--- src/rtl/sn74123.sv ---
// sn74123: one retriggerable monostable section, fully synchronous to i_mclk.
// The external RC timing is replaced by a pulse width counted in i_mclk cycles.
// Every input is sampled on i_mclk. Edges are found by comparing each input
// with its value from the previous cycle.
//
// Parameters:
//   WIDTH  - pulse width in i_mclk cycles (legal range 1 .. 2**CW-1)
//   CW     - width of the down-counter
//   RETRIG - 1: a trigger during a pulse restarts the timing; 0: it is ignored
// Ports:
//   i_mclk  - master clock, rising edge
//   i_rst   - synchronous active-high reset
//   i_a_n   - active-low trigger; a falling edge triggers
//   i_b     - active-high trigger; a rising edge triggers
//   i_clr_n - active-low clear; its rising edge also triggers
//   o_q     - registered pulse output
//   o_q_n   - registered complement of o_q
module sn74123 #(
   parameter int unsigned WIDTH  = 100,
   parameter int unsigned CW     = 16,
   parameter bit          RETRIG = 1'b1
) (
   input  logic i_mclk,
   input  logic i_rst,
   input  logic i_a_n,
   input  logic i_b,
   input  logic i_clr_n,
   output logic o_q,
   output logic o_q_n
);

   localparam logic [CW-1:0] LP_RELOAD = CW'(WIDTH - 1);
   localparam logic [CW-1:0] LP_ONE    = CW'(1);

   typedef enum logic {StIdle, StActive} state_t;

   state_t        r_state;
   logic [CW-1:0] r_cnt;
   logic          r_q;
   logic          r_q_n;
   logic          r_old_a_n;
   logic          r_old_b;
   logic          r_old_clr_n;

   logic w_edge;
   logic w_trig;
   logic w_accept;

   // Several simultaneous edges OR together into a single trigger.
   assign w_edge   = r_old_a_n | ~r_old_b | ~r_old_clr_n;
   assign w_trig   = ~i_a_n & i_b & i_clr_n & w_edge;
   assign w_accept = w_trig & (RETRIG | (r_state == StIdle));

   // The history registers load even during reset. An input level held
   // across reset therefore never looks like an edge when reset is released.
   always_ff @(posedge i_mclk) begin
      r_old_a_n   <= i_a_n;
      r_old_b     <= i_b;
      r_old_clr_n <= i_clr_n;
   end

   always_ff @(posedge i_mclk) begin
      if (i_rst || !i_clr_n) begin
         r_state <= StIdle;
         r_cnt   <= '0;
         r_q     <= 1'b0;
         r_q_n   <= 1'b1;
      end else if (w_accept) begin
         r_state <= StActive;
         r_cnt   <= LP_RELOAD;
         r_q     <= 1'b1;
         r_q_n   <= 1'b0;
      end else begin
         unique case (r_state)
            StActive: begin
               if (r_cnt != '0) begin
                  r_cnt <= r_cnt - LP_ONE;
               end else begin
                  r_state <= StIdle;
                  r_q     <= 1'b0;
                  r_q_n   <= 1'b1;
               end
            end
            default: ;
         endcase
      end
   end

   assign o_q   = r_q;
   assign o_q_n = r_q_n;

endmodule

--- config.mk ---
export PLATFORM = sky130hd
export DESIGN_NAME = sn74123
export DESIGN_NICKNAME = d
export VERILOG_FILES = /design/src/rtl/sn74123.sv
export SDC_FILE = /design/constraint.sdc
export NUM_CORES = 1
export LEC_CHECK = 0
export BUFFER_PORTS_ARGS = -buffer_cell sky130_fd_sc_hd__buf_2
export CAP_MARGIN = 30
export CORE_MARGIN = 3
export CORE_UTILIZATION = 55
export CTS_CLUSTER_SIZE = 10
export DETAILED_ROUTE_END_ITERATION = 8
export PLACE_DENSITY = 0.74
export SYNTH_ARGS = -nofsm -noshare
export SYNTH_HDL_FRONTEND = slang
export SYNTH_SLANG_ARGS = --single-unit
--- constraint.sdc ---
create_clock -name i_mclk -period 2.9 [get_ports i_mclk]
set_clock_uncertainty 0.05 [all_clocks]
set_input_delay 0.145 -clock i_mclk [delete_from_list [all_inputs] [get_ports i_mclk]]
set_output_delay 0.145 -clock i_mclk [all_outputs]
set_load 0.05 [all_outputs]
Word-level counts from Yosys, hierarchy flattened. Cells that the tools add are included.

Bits in registers: 22. Input bits: 5. Output and inout bits: 2. Word-level logic and storage cells: 39.

Add/subtract/negate cells: 1. Equal/unequal tests: 1. Muxes and demuxes: 12. Bitwise logic cells: 8. Reduce and logical (&&, ||, !) cells: 9.

Operators with widths (number): $mux W7 (3); $reduce_bool A16 Y1 (1); $sub A16 B1 Y16 const B (1); $mux W1 (9); $reduce_and A2 Y1 (3); $reduce_bool A2 Y1 (2); $and A1 B1 Y1 (3); $not A1 Y1 (3); $ne A2 B2 Y1 const B (1); $or A1 B1 Y1 (2); $reduce_or A2 Y1 (1); $logic_not A1 Y1 (1); $logic_or A1 B1 Y1 (1).

Depth between registers and ports, before layout.
Depth in word-level cells: 6. Depth in mapped cells: 6. Depth with buffers taken out: 6.

Least setup slack after synthesis. Ideal clock, no wire load.

Path type: register to register. Start point: register r_cnt[2]. End point: register r_cnt[14]. Setup time: 70 ps. Data arrival time: 2040 ps. Data required time: 2780 ps. Slack: 740 ps. Cell stages (with the launch flop): 5. Buffers on the path: 0. Period minus slack after synthesis: 2160 ps. Cell sequence: dfxtp_1 or4_4 or4_4 or4b_1 a21oi_1.

Longest elaborated chain between the ends: 2. Elaborated cells between the ends (all ways): 3. Classes of those cells: add/sub (1); reduce/logical (2).

RTL lines: from (decl) (RTL line 38) `logic [CW-1:0] r_cnt;`; from (signal assigned) (RTL line 77) `r_cnt <= r_cnt - LP_ONE;`; branches (longest 2 deep; another with $sub A16 B1 Y16).

Parallel ways; which one is timed is not known. A chain may end at the register's enable or synchronous reset.

Worst setup path in the final report. Ends and elaborated chain as after synthesis.

==> results.toml <==
[critical_path]
critPathSlowestCell = "or4_4"
r2r_slack_ns = 0.59
critical_path_depth = 4
reg2reg_from = "r_cnt[2]$_SDFFE_PP0P_"
path_buf_inv = 0
critPathMaxFanout = 9
reg2reg_depth = 4
rr_endpoint = "r_cnt[14]$_SDFFE_PP0P_"
critPathCaptureType = "flip-flop"
critPathArrivalTime_ns = 2.51
path_delay_family = "simple AND/OR/NAND/NOR gates"
worstPathRequired_ns = 3.10
path_common_cell = "or4_4"
crit_path_start_kind = "flip-flop"
cp_cell_sequence = "or4_4, or4_4, or4b_1, a21oi_1"
worst_path_largest_cell_delay_ns = 0.59
critPathKind = "flip-flop to flip-flop"

[min_path]
hold_class = "primary input to flip-flop"
worstHoldEndpoint = "r_cnt[0]$_SDFFE_PP0P_"
hold_depth = 3
worstHoldStart = "i_rst"

[yosys]
synth_area_leaders = "dfxtp_1 42%, a21oi_1 5.7%, o31ai_1 4.3%, nand2_1 3.9%, nand2b_1 3.6%"
yosysUniqueCellTypes = 37
synth.net_count = 124
postSynthCellCount = 118
synthesis.area_um2 = 1050
synth.avg_cell_area_um2 = 8.88
synth_top_area_share_pct = 42.1
synth_top_cell_by_area = "dfxtp_1"
ys_seq_elements = 22
seq_area_frac_synth_pct = 42.1
yosys_warnings = 0

[die]
fp.dieH_um = 49.6
ios = 7
initial_utilization_pct = 59.4
die_x_um = 49.6
design.die.area_um2 = 2460
core_area_um2 = 1760
num_rows = 15

[clock_tree]
clk_pin_slew_worst_paths_ns = 0.13
h-tree-depth = 1
clk_latency_ns = 0.31
clockBufferDepth = 2
clock-sinks = 22
cts_made_buffers = 3
clock-root-buffer = "clkbuf_4"
cts-resized-gates = 0
post_cts_buffers = 0
cts_tree = "yes"

[routing]
drc = 0
vias = 977
vias_per_cell = 6.26
drt_iter0_drc = 24
drt_wl_total_mm = 2.28
first_pass_iters = 4
wl_per_cell_um = 14.6
ant_nets = 0

[timing]
worst_slew_pin_slew_ns = 0.816
period_needed_ns = 2.31
setup_tns_ns = 0
finalHoldViolations = 0
period_share_pct = 79.7
slew_headroom_pct = 45.6
rsz0062_at_grt = "no"
fin_hold_ws_ns = 0.0828
final-max-slew-violation-count = 0
clock.fmax_ghz = 0.433
setup-violations-final = 0

[finish]
stdcell_count = 156
fin_nets = 138
fin_area_um2 = 1190
drive_gt1_share_pct = 15.3
syn2layout_area_growth_pct = 14.1
diodes = 0

[job]
maxCapViolCount = 0

[pwr]
powerDensity_nw_per_um2 = 488
leakage_nw = 0.422
ir_worst_vdd_uv = 318

[global_routing]
grt_start_max_net_pins = 14
grt_use_total_pct = 21.2
grt_overflow_total = 0
antenna_found_initial = 0
grt_pass1_wl_mm = 4.07
first_global_vias = 949

[placement]
hpwlAfterDp_mm = 1.58
placed_area_um2 = 1110
dp.cells = 149
gp_congestion = 0.842
port_buffers = 6

[run_status]
status = "completed"
[synthesized netlist by cell type (all sizes together)]
master	number
a2111oi	1
a211o	1
a21oi	12
a311oi	1
a31oi	2
and2	1
and3	1
and3b	1
and4	1
clkbuf	1
dfxtp	22
ha	1
inv	2
mux2i	3
nand2	11
nand2b	6
nand3	3
nand3b	1
nand4	2
nor2	4
nor2b	1
nor3	4
nor3b	2
nor4	3
o21ai	6
o311ai	2
o31a	1
o31ai	6
o41ai	1
or2	1
or3	5
or3b	1
or4	7
or4b	1
[logic make-up (layout without fill, tap and decap cells)]
group / count (synthesis) / after routing / synth area share, %
flops: 22 / 22 / 42.1
buf+inv: 3 / 16 / 1.08
compound gates: 33 / 33 / 20.0
simple gates: 56 / 56 / 32.9
fa+ha+maj: 1 / 1 / 1.19
mux: 3 / 3 / 2.87
[power breakdown]
part,switching (mW),internal [mW]
clock,0.0954,0.140
sequential,0.00245,0.306
combinational,0.0244,0.0147
total,0.122,0.461
[stage by stage]
stage                     setup WS, ns  power (mW)  utilization, %
after floorplan                  0.740       0.340               -
after global placement           0.674       0.350            63.0
after detailed placement         0.623       0.350            63.0
after CTS                        0.593       0.586            67.7
after global routing             0.498       0.606            67.7
final                            0.590       0.583            67.7
[worst register-to-register path, stage by stage, from the launching register on]
cell     delay, ns
dfxtp_1       0.40
or4_4         0.57
or4_4         0.59
or4b_1        0.49
a21oi_1       0.15
[state kept, by name (all words and copies together) (netlist names)]
register	cells
r_old_clr_n	1
r_state	1
r_old_b	1
r_cnt	16
r_old_a_n	1
o_q_n	1
o_q	1
[cell type report]
class,instances,area [um^2]
clock inverters,1,30.0
fillers,153,569
well taps,25,31.3
clock buffers,3,22.5
flip-flops and latches,22,440
inverters,2,7.51
multi-input cells,93,596
repair buffers,10,67.6
[routing by layer]
layer  GRT usage (%)  vias to the layer above  part of all wire, %
met2            37.0                       23                   48
met4            5.99                        0                  1.1
met5               0                        -                    0
li1                -                      486                    -
met1            26.0                      464                   46
met3            4.23                        4                  4.1
[worst max path at each step]
stage	from	to	slack, ns
global route	r_cnt[2]$_SDFFE_PP0P_	r_cnt[14]$_SDFFE_PP0P_	0.50
floorplan	r_cnt[2]$_SDFFE_PP0P_	r_cnt[14]$_SDFFE_PP0P_	0.74
CTS	r_cnt[2]$_SDFFE_PP0P_	r_cnt[14]$_SDFFE_PP0P_	0.59
finish	r_cnt[2]$_SDFFE_PP0P_	r_cnt[14]$_SDFFE_PP0P_	0.59
detailed placement	r_cnt[2]$_SDFFE_PP0P_	r_cnt[14]$_SDFFE_PP0P_	0.62
global placement	r_cnt[2]$_SDFFE_PP0P_	r_cnt[14]$_SDFFE_PP0P_	0.67
[repair_timing]
item,in CTS,in global routing
hold buffers,3,0
hold endpoints to repair,3,0
setup endpoints to repair,0,0
[cells in the final DEF, fill, tap and decap left out, types with 3 or more instances in the layout]
cell type / instances
nand3_1: 3
mux2i_1: 3
o31ai_1: 6
a21oi_1: 12
o21ai_0: 6
buf_2: 6
dlygate4sd3_1: 3
dfxtp_1: 22
or3_1: 3
clkbuf_4: 3
nor4_1: 3
nand2b_1: 6
or4_4: 3
nor2_1: 4
nand2_1: 11
nor3_1: 4
Power figures use the tool's default switching activity.
